`src/rtl/program_loader.sv`:
```
// Boot loader: packs a little-endian byte stream into 32-bit words and writes them to imem from
// address 0, holding the core in reset until the load completes. Trailer checksum: LOADER_CHECKSUM_EN.
module program_loader #(
    parameter int INST_SIZE  = 32,
    parameter int ADDR_WIDTH = 10
) (
    input  logic                  clk,
    input  logic                  rst,
    input  logic                  start,
    input  logic [ADDR_WIDTH:0]   len_words,
    input  logic                  in_valid,
    input  logic [7:0]            in_byte,
    output logic                  in_ready,
    output logic                  imem_we,
    output logic [ADDR_WIDTH-1:0] imem_addr,
    output logic [INST_SIZE-1:0]  imem_wdata,
    output logic                  core_rst,
    output logic                  done,
    output logic                  err,
    output logic [1:0]            dbg_state
);
    // Handshake: a byte moves on a rising edge where in_valid && in_ready; otherwise it is held.
    typedef enum logic [1:0] {IDLE = 2'd0, LOAD = 2'd1, WRITE = 2'd2, RUN = 2'd3} state_t;

    localparam logic [ADDR_WIDTH:0] MAX_LEN = {1'b1, {ADDR_WIDTH{1'b0}}};

    state_t                  r_state;
    logic                    r_in_ready;
    logic                    r_we;
    logic [ADDR_WIDTH-1:0]   r_addr;
    logic [INST_SIZE-1:0]    r_wdata;
    logic                    r_core_rst;
    logic                    r_done;
    logic                    r_err;
    logic [ADDR_WIDTH:0]     r_len;
    logic [ADDR_WIDTH:0]     r_word_cnt;
    logic [1:0]              r_byte_cnt;
    logic [INST_SIZE-9:0]    r_word;
`ifdef LOADER_CHECKSUM_EN
    logic [INST_SIZE-1:0]    r_sum;
    logic                    r_trailer;
`endif

    logic [INST_SIZE-1:0]    w_full_word;
    logic [ADDR_WIDTH:0]     w_next_cnt;

    assign w_full_word = {in_byte, r_word};
    assign w_next_cnt  = r_word_cnt + {{ADDR_WIDTH{1'b0}}, 1'b1};

    always_ff @(posedge clk or posedge rst) begin
        if (rst) begin
            r_state    <= IDLE;
            r_in_ready <= 1'b0;
            r_we       <= 1'b0;
            r_addr     <= '0;
            r_wdata    <= '0;
            r_core_rst <= 1'b1;
            r_done     <= 1'b0;
            r_err      <= 1'b0;
            r_len      <= '0;
            r_word_cnt <= '0;
            r_byte_cnt <= '0;
            r_word     <= '0;
`ifdef LOADER_CHECKSUM_EN
            r_sum      <= '0;
            r_trailer  <= 1'b0;
`endif
        end else begin
            r_done <= 1'b0;
            r_we   <= 1'b0;
            case (r_state)
                // A start in RUN is a reload and follows exactly the IDLE rules.
                IDLE, RUN: begin
                    if (start) begin
                        if (len_words > MAX_LEN) begin
                            r_err      <= 1'b1;
                            r_state    <= IDLE;
                            r_core_rst <= 1'b1;
                        end else begin
                            r_err      <= 1'b0;
                            r_len      <= len_words;
                            r_word_cnt <= '0;
                            r_byte_cnt <= '0;
`ifdef LOADER_CHECKSUM_EN
                            r_sum      <= '0;
                            r_trailer  <= (len_words == '0);
                            r_state    <= LOAD;
                            r_in_ready <= 1'b1;
                            r_core_rst <= 1'b1;
`else
                            if (len_words == '0) begin
                                r_state    <= RUN;
                                r_done     <= 1'b1;
                                r_core_rst <= 1'b0;
                            end else begin
                                r_state    <= LOAD;
                                r_in_ready <= 1'b1;
                                r_core_rst <= 1'b1;
                            end
`endif
                        end
                    end
                end
                LOAD: begin
                    if (in_valid && r_in_ready) begin
                        r_byte_cnt <= r_byte_cnt + 2'd1;
                        case (r_byte_cnt)
                            2'd0:    r_word[7:0]   <= in_byte;
                            2'd1:    r_word[15:8]  <= in_byte;
                            2'd2:    r_word[23:16] <= in_byte;
                            default: ;
                        endcase
                        if (r_byte_cnt == 2'd3) begin
                            r_in_ready <= 1'b0;
`ifdef LOADER_CHECKSUM_EN
                            if (r_trailer) begin
                                if (w_full_word == r_sum) begin
                                    r_state    <= RUN;
                                    r_done     <= 1'b1;
                                    r_core_rst <= 1'b0;
                                end else begin
                                    r_state <= IDLE;
                                    r_err   <= 1'b1;
                                end
                            end else begin
                                r_state <= WRITE;
                                r_we    <= 1'b1;
                                r_addr  <= r_word_cnt[ADDR_WIDTH-1:0];
                                r_wdata <= w_full_word;
                                r_sum   <= r_sum + w_full_word;
                            end
`else
                            r_state <= WRITE;
                            r_we    <= 1'b1;
                            r_addr  <= r_word_cnt[ADDR_WIDTH-1:0];
                            r_wdata <= w_full_word;
`endif
                        end
                    end
                end
                WRITE: begin
                    r_word_cnt <= w_next_cnt;
                    r_in_ready <= 1'b1;
                    r_state    <= LOAD;
                    if (w_next_cnt == r_len) begin
`ifdef LOADER_CHECKSUM_EN
                        r_trailer  <= 1'b1;
`else
                        r_in_ready <= 1'b0;
                        r_state    <= RUN;
                        r_done     <= 1'b1;
                        r_core_rst <= 1'b0;
`endif
                    end
                end
                default: r_state <= IDLE;
            endcase
        end
    end

    assign in_ready   = r_in_ready;
    assign imem_we    = r_we;
    assign imem_addr  = r_addr;
    assign imem_wdata = r_wdata;
    assign core_rst   = r_core_rst;
    assign done       = r_done;
    assign err        = r_err;
    assign dbg_state  = r_state;
endmodule

```
`config.mk`:
```
export PLATFORM = sky130hd
export DESIGN_NAME = program_loader
export DESIGN_NICKNAME = d
export VERILOG_FILES = /design/src/rtl/program_loader.sv
export SDC_FILE = /design/constraint.sdc
export NUM_CORES = 1
export LEC_CHECK = 0
export BUFFER_PORTS_ARGS = -buffer_cell sky130_fd_sc_hd__buf_4
export CAP_MARGIN = 30
export CORE_MARGIN = 5
export CORE_UTILIZATION = 55
export DETAILED_ROUTE_END_ITERATION = 12
export PLACE_DENSITY = 0.75
export SYNTH_ARGS = -nofsm -noshare
export SYNTH_HDL_FRONTEND = slang
export SYNTH_SLANG_ARGS = --single-unit
```
`constraint.sdc`:
```
create_clock -name clk -period 3.02 [get_ports clk]
set_input_delay 0.151 -clock clk [delete_from_list [all_inputs] [get_ports clk]]
set_output_delay 0.151 -clock clk [all_outputs]
set_load 0.01 [all_outputs]
```
# Yosys cells after proc, flatten, opt, wreduce, memory -nomap -nowiden
# Index checks and enable logic that the tools add are counted.
[word_totals] regBits=97 latchBits=0 ramBits=0 romBits=0 inputBits=23 out_inout_bits=49 elab_cells=84 n_memories=0
[classes] add_sub_neg=2 n_mul=0 n_div=0 n_lt_le_gt_ge=1 n_eq_ne=13 shift=0 mux=35 bitwise_logic=1 n_reduce_logical=18
[op_table] operator="AND reduction 3 bit" n=8
[op_table] operator="two-way mux 11 bit" n=2
[op_table] operator="case mux 11 bit (2 select lines)" n=1
[op_table] operator="two-way mux 1 bit" n=18
[op_table] operator="two-way mux 2 bit" n=9
[op_table] operator="!= test 2 bit (second input constant)" n=6
[op_table] operator="adder 11 x 1 -> 11 bit (second input constant)" n=1
[op_table] operator="equality test 11 bit" n=1
[op_table] operator="greater-than comparator 11 bit (second input constant)" n=1
[op_table] operator="zero test 11 bit" n=1
[op_table] operator="equality test 2 bit (second input constant)" n=4
[op_table] operator="case mux 2 bit (3 select lines)" n=1
[op_table] operator="AND reduction 5 bit" n=1
[op_table] operator="equality test 2 x 1 -> 1 bit (second input constant)" n=2
[op_table] operator="zero test 2 bit" n=2
[op_table] operator="case mux 1 bit (2 select lines)" n=2
[op_table] operator="case mux 2 bit (2 select lines)" n=1
[op_table] operator="AND reduction 4 bit" n=1
[op_table] operator="nonzero test 2 bit" n=2
[op_table] operator="case mux 1 bit (3 select lines)" n=1
[op_table] operator="adder 2 x 1 -> 2 bit (second input constant)" n=1
[op_table] operator="AND reduction 2 bit" n=1
[op_table] operator="OR reduction 2 bit" n=1
[op_table] operator="logical AND 1 bit" n=1
[op_table] operator="inverter 1 bit" n=1

# Logic depth before layout (Yosys ltp)
# Gate-level depths: netlist of the first run.
[depth] depth_word=5 ltp_mapped=8

# Worst setup path before layout of the first run
# OpenSTA, ideal clock, no wires.
[synth_timing] path_type="register -> register" startpoint="register r_word_cnt[1]" endpoint="register r_in_ready (netlist: in_ready)" setup_ps=121 arrival_time_ps=2066 t_required_ps=2899 path_slack_ps=833 path_stages_with_launch=8 period_less_slack_ps=2187 cell_sequence="dfrtp_1 ha_1 nand3_1 or3_4 xnor2_1 nand2_1 or4_4 a22o_2"
[synth_via] elab_chain_len=4
[synth_lines] item="start, declared" line_no="36" source="logic [ADDR_WIDTH:0] r_word_cnt;"
[synth_lines] item="start signal, assigned" line_no="142" source="r_word_cnt <= w_next_cnt;"
[synth_lines] item="adder 11 x 1 -> 11 bit" line_no="48" source="assign w_next_cnt = r_word_cnt + {{ADDR_WIDTH{1'b0}}, 1'b1};"
[synth_lines] item="equality test 11 bit" line_no="145" source="if (w_next_cnt == r_len) begin"
[synth_lines] item="two-way mux 1 bit" line_no="145"
[synth_lines] item="case mux 1 bit (3 select lines)" line_no="71" source="case (r_state)"
[synth_lines] item="end signal, assigned" line_no="53" source="r_in_ready <= 1'b0;"
[synth_lines] item="end signal, assigned" line_no="143" source="r_in_ready <= 1'b1;"
[synth_lines] item="end signal, assigned" line_no="149" source="r_in_ready <= 1'b0;"
[synth_lines] item="end, declared" line_no="28" source="logic r_in_ready;"
# Every way passes these cells.
# A chain may end at the register's enable or synchronous reset.

# Worst setup path in the final report of the first run
[layout_timing] startpoint="register r_word_cnt[0]" endpoint="register r_in_ready (netlist: in_ready)"
# Same word-level chain as after synthesis.

==> results of run 1 <==
worst paths after layout:
kind | to | slack [ns] | cells past startpoint
max reg2reg | in_ready$_DFFE_PP0P_ | 0.59 | 7
max in group asynchronous | core_rst$_DFFE_PP1P_ | 1.78 | 4
min | r_len[7]$_DFFE_PP0P_ | 0.03 | 2
min in group asynchronous | imem_addr[8]$_DFFE_PP0P_ | 0.44 | 3
min reg2reg | imem_wdata[18]$_DFFE_PP0P_ | 0.51 | 1
max | in_ready$_DFFE_PP0P_ | 0.59 | 7
state kept, by name (all words and copies together), names as in the netlist:
| name | count |
|---|---|
| r_len | 11 |
| err | 1 |
| imem_we | 1 |
| in_ready | 1 |
| imem_addr | 10 |
| r_byte_cnt | 2 |
| core_rst | 1 |
| done | 1 |
| imem_wdata | 32 |
| r_word | 24 |
| dbg_state | 2 |
| r_word_cnt | 11 |
worst max-delay path, stage by stage, from the launching register on:
cell and delay, ns:
dfrtp_1 0.51, ha_1 0.28, nand3_1 0.12, or3_4 0.43, xnor2_1 0.16, nand2_1 0.07
or4_4 0.53, a22o_2 0.24
area by class of cell:
| type | instances | area [sq um] |
|---|---|---|
| Fill cell | 621 | 2510 |
| Tap cell | 102 | 128 |
| Timing Repair Buffer | 79 | 608 |
| Multi-Input combinational cell | 221 | 1790 |
| Clock buffer | 9 | 124 |
| Inverter | 11 | 43.8 |
| Sequential cell | 97 | 2430 |
| Clock inverter | 7 | 55.1 |
per-stage QoR:
step	hold slack [ns]	util	instances	setup WS, ns	total power, mW
floorplan	0.297	-	342	0.337	2.81
global placement	0.300	0.649	509	0.630	3.26
detailed placement	0.295	0.649	509	0.597	3.33
CTS	0.0249	0.674	526	0.572	4.09
global route	0.0231	0.674	526	0.408	4.35
finish	0.0348	0.674	526	0.587	4.06
what timing repair did:
item                                   CTS  global route
hold buffers                             1             0
buffers inserted                         0             0
endpoints found under the hold margin   53             0
where the power goes:
part | leakage (nW) | internal, mW | switching, mW
Combinational | 1.18 | 0.692 | 0.649
Clock | 0.0851 | 0.308 | 0.466
Sequential | 1.29 | 1.68 | 0.267
per-layer routing:
| layer | GRT usage | vias up | part of all wire | routed length (um) |
|---|---|---|---|---|
| met4 | 0.0515 | 0 | 0.010 | 91 |
| li1 | - | 1384 | - | - |
| met2 | 0.302 | 72 | 0.50 | 4330 |
| met5 | 0 | - | 0 | 0 |
| met1 | 0.254 | 1404 | 0.44 | 3840 |
| met3 | 0.0439 | 7 | 0.055 | 482 |
cell usage in the layout (no fill, tap or decap), types with 3 or more instances in the layout:
cell type and instances:
a21oi_1 11, a22o_1 3, a31oi_1 3, buf_4 77, clkbuf_8 9, clkinvlp_4 3, dfrtp_1 96, ha_1 7
inv_1 10, mux2_2 76, nand2_1 19, nand3_1 6, nor2_1 12, nor3_1 8, o21ai_0 19, o31ai_1 4
xnor2_1 8, xor2_1 4
logic make-up (layout without fill, tap and decap cells):
group	after synthesis	after routing
buf+inv	24	106
mux	76	76
compound gates	57	57
flops	97	97
fa+ha+maj	7	7
simple gates	69	69
xor+xnor	12	12
==> impl_metrics.ini, run 1 <==
[run_status]
status = finished, final reports clean

[floorplanning]
start_util = 0.562
io_pins = 72
die_h_um = 98.6
die_area_sq_mm = 0.00972
coreArea_sq_mm = 0.00769
rows = 32
die_x_um = 98.6

[sta]
max_freq_mhz = 411
tns_ns = 0
final_max_slew_viol_count = 0
hold_viol = 0
clock_skew_ns = 0.0104
fin_crit_ns = 2.43
finalCritPeriodShare = 0.806
setup_violations = 0
tightest_slew_ns = 0.719
slew_headroom = 0.516
rsz0062_at_grt = false

[routing]
via_count = 2867
postRouteWirelength_um = 8740
viasPerCell = 5.45
drc = 0
routedWlPerCell_um = 16.6
antenna_left = 0
drtPass1Iterations = 4
drtIter0Drc = 111

[critical_path]
crit_arrival_ns = 2.68
end_kind = flip-flop
r2r-start = r_word_cnt[0]$_DFFE_PP0P_
critPathLaunchType = flip-flop
crit_required_ns = 3.27
cp_max_fo = 9
critPathLaunch = r_word_cnt[0]$_DFFE_PP0P_
path_class = reg2reg

[pwr]
p_per_area_mw_per_mm2 = 784
ir_drop_uv = 502
power_leakage_nw = 2.56

[place]
place_area_sq_mm = 0.00499
portBuffers = 71
dp_hpwl_um = 6520
gp_congestion = 0.910

[clock_network]
root_buffer = clkbuf_8
cts_tree = built
clk_latency_ns = 0.35
cts_resized = 0
clk_pin_slew_ns = 0.10
cts_max_level = 3
cts_buffers = 9
cts_buffer_depth = 2
clock_sinks = 97

[final_layout]
syn2layout_area_growth_pct = 19.9
antenna_cells = 0
drive_gt1_frac = 0.429
fin_nets = 449
fin_area_sq_mm = 0.00518

[yosys]
synth.most_common_cell = dfrtp_1
netlist_instances = 342
synthTopCellsByArea = dfrtp_1 (56%), mux2_2 (20%), o21ai_0 (2.2%), ha_1 (2.0%), nand2_1 (1.7%)
synth_adder_area_share = 0.0203
yosys.area_share.simple = 0.0866
synth_ff_type = dfrtp_1
synth_compound_area_frac = 0.0849
async_flop_share = 1.00
ys_seq_area_frac = 0.562
synthMuxAreaShare = 0.198
avgSynthCellArea_sq_um = 12.6
synth_enable_flop_cells = 0
synth_common_cells = dfrtp_1 (96), mux2_2 (76), nand2_1 (20)
yosys.area_share.xor_xnor = 0.0243
netlist_area_sq_mm = 0.00432
synth_cell_types = 46
synth_top_family_by_area = multiplexers
syn_nets = 372
synth_top_area_share = 0.556
synth_top_cell_by_area = dfrtp_1
ys_seq_elements = 97
ys_warn_count = 0

[global_routing]
grt.total_usage = 0.187
grt_overflow_total = 0
grt_max_degree = 56
grt_pass1_wl_um = 14800
antenna_found_initial = 0
first_global_vias = 2915

[worst_hold_path]
hp-start = len_words[7]
min_path_type = in2reg

[run]
max_cap_violations = 0
Note: power is estimated with default switching activity, not from simulation.
==> run 2, diff against run 1 <==
--- a/config.mk
+++ b/config.mk
@@ -8,9 +8,9 @@
 export BUFFER_PORTS_ARGS = -buffer_cell sky130_fd_sc_hd__buf_4
 export CAP_MARGIN = 30
 export CORE_MARGIN = 5
-export CORE_UTILIZATION = 55
+export CORE_UTILIZATION = 50
 export DETAILED_ROUTE_END_ITERATION = 12
-export PLACE_DENSITY = 0.75
+export PLACE_DENSITY = 0.72
 export SYNTH_ARGS = -nofsm -noshare
 export SYNTH_HDL_FRONTEND = slang
 export SYNTH_SLANG_ARGS = --single-unit
==> constraint.sdc (replaced) <==
create_clock -name clk -period 2.15 [get_ports clk]
set_input_delay 0.1075 -clock clk [delete_from_list [all_inputs] [get_ports clk]]
set_output_delay 0.1075 -clock clk [all_outputs]
set_load 0.01 [all_outputs]
==> run 2 against run 1 <==
Against the previous run:
- the run now ends with negative setup slack left
- fmax is 11% higher
- wire length is 6.8% higher
- non-clock buffer count is 41 higher
- via count is 9.1% higher
- clock power is 49% higher
- global-route usage is 0.22 points lower
==> impl_metrics.ini, run 2 (synthesis gave the netlist of run 1 again) <==
[sta]
hold-worst-slack_ns = 0.0189
tightest_slew_ns = 0.571
clock_skew_ns = 0.0151
rsz0062_at_grt = true
max_freq_mhz = 458
worst_slack_ns = -0.0320
hold_viol = 0
tns_ns = -0.0507
finalCritPeriodShare = 1.01
fin_crit_ns = 2.18
slew_headroom = 0.620
setup_violations = 2
final_max_slew_viol_count = 0

[routing]
drtPass1Iterations = 4
postRouteWirelength_um = 9330
drc = 0
drtIter0Drc = 148
viasPerCell = 5.46
via_count = 3127
antenna_left = 0
routedWlPerCell_um = 16.3

[critical_path]
crit_required_ns = 2.42
max_stage_delay_ns = 0.57
cp_max_fo = 4
worstPathCellList = ha_2 > nand3_2 > or3_4 > xnor2_2 > nand2_1 > or4_4 > a22o_2
end_kind = flip-flop
crit_arrival_ns = 2.46
slowest_stage = or4_4
path_class = reg2reg
critPathLaunchType = flip-flop

[pwr]
p_per_area_mw_per_mm2 = 1060
combPwrFrac = 0.354
netSwitchingFraction = 0.343
switchingPower_mw = 2.04
p_int_mw = 3.90
clock_power_share = 0.193
ir_drop_uv = 677
power_mw = 5.93
power_leakage_nw = 2.77
pwr-share-seq = 0.453

[clock_network]
clk_pin_slew_ns = 0.11
cts_buffer_depth = 2
clk_latency_ns = 0.37
cts_buffers = 9
cts_max_level = 3
root_buffer = clkbuf_8
clock_sinks = 97
cts_tree = built

[final_layout]
drive_gt1_frac = 0.467
antenna_cells = 0
multi_input_area_sq_mm = 0.00184
fin_area_sq_mm = 0.00561
seq_area_sq_mm = 0.00243
fin_nets = 490
syn2layout_area_growth_pct = 29.9
fill_cells = 649
largest_register_ff_count = 32
post-route-util = 0.656
final_common_cell = buf_4
final_cell_mix = buf_4 (99), dfrtp_1 (95), mux2_2 (76), dlygate4sd3_1 (19), nand2_1 (18)

[run_status]
violations = negative setup slack
status = finished, violations left

[place]
dp_hpwl_um = 6520
place_area_sq_mm = 0.00517
gp_congestion = 0.925
portBuffers = 71

[global_routing]
grt.total_usage = 0.185
grt_pass1_wl_um = 15100
grt_overflow_total = 0
first_global_vias = 3035
antenna_found_initial = 0
grt_max_degree = 98

[floorplanning]
rows = 34
die_h_um = 103
die_area_sq_mm = 0.0106
die_x_um = 103
coreArea_sq_mm = 0.00855
start_util = 0.505
io_pins = 72

[run]
max_cap_violations = 0

[worst_hold_path]
min_path_type = in2reg
run 2: per-layer routing:
| metal | up-vias | global-route usage | part of all wire |
|---|---|---|---|
| met5 | - | 0 | 0 |
| met4 | 0 | 0.0667 | 0.021 |
| met3 | 18 | 0.0426 | 0.061 |
| met2 | 101 | 0.294 | 0.47 |
| met1 | 1538 | 0.248 | 0.45 |
| li1 | 1470 | - | - |
run 2: final timing paths:
path | to | slack [ns] | from | cells after the start
max | in_ready$_DFFE_PP0P_ | -0.03 | r_word_cnt[1]$_DFFE_PP0P_ | 7
min | r_word[17]$_DFFE_PP0P_ | 0.02 | in_byte[1] | 2
max reg2reg | in_ready$_DFFE_PP0P_ | -0.03 | r_word_cnt[1]$_DFFE_PP0P_ | 7
min reg2reg | imem_wdata[13]$_DFFE_PP0P_ | 0.51 | r_word[13]$_DFFE_PP0P_ | 1
max in group asynchronous | r_word_cnt[3]$_DFFE_PP0P_ | 1.28 | rst | 4
min in group asynchronous | imem_addr[5]$_DFFE_PP0P_ | 0.38 | rst | 4
run 2: repair_timing:
| item | in CTS | in global routing |
|---|---|---|
| hold endpoints to repair | 133 | 0 |
| endpoints found under the setup margin | 8 | 7 |
| resized for setup | 3 | 10 |
| pin swaps | 3 | 3 |
| cloned | 0 | 0 |
| hold buffers | 19 | 0 |
| setup buffers | 2 | 0 |
run 2: critical path: cells and delay by family (launching register included):
| family | cells | cell delay (ns) |
|---|---|---|
| AOI/OAI and AO/OA | 1 | 0.24 |
| xor gates and xnor gates | 1 | 0.12 |
| adders and majority gates | 1 | 0.21 |
| DFF | 1 | 0.42 |
| and+or+nand+nor | 4 | 1.09 |
run 2: power by group through the flow:
stage,combinational [mW],clock (mW),sequential [mW]
5_1_grt,2.29,1.25,2.76
2_1_floorplan,1.23,0,2.72
3_5_place_dp,2.03,0,2.73
4_1_cts,2.08,1.17,2.69
3_3_place_gp,1.97,0,2.70
6_report,2.10,1.15,2.69
run 2: final cells by class:
type	instances	share of cell area
inverter	11	0.00803
tap	108	0.0241
clock inverter	7	0.0112
timing repair buffer	120	0.174
sequential	97	0.433
multi-input combinational	221	0.328
clock buffer	9	0.0221
run 2: per-stage QoR:
stage | setup WS [ns] | std cells
after floorplan | 0.0317 | 342
after global placement | -0.0203 | 536
after detailed placement | -0.0649 | 536
after CTS | -0.0312 | 573
after global routing | -0.0846 | 573
final | -0.0320 | 573
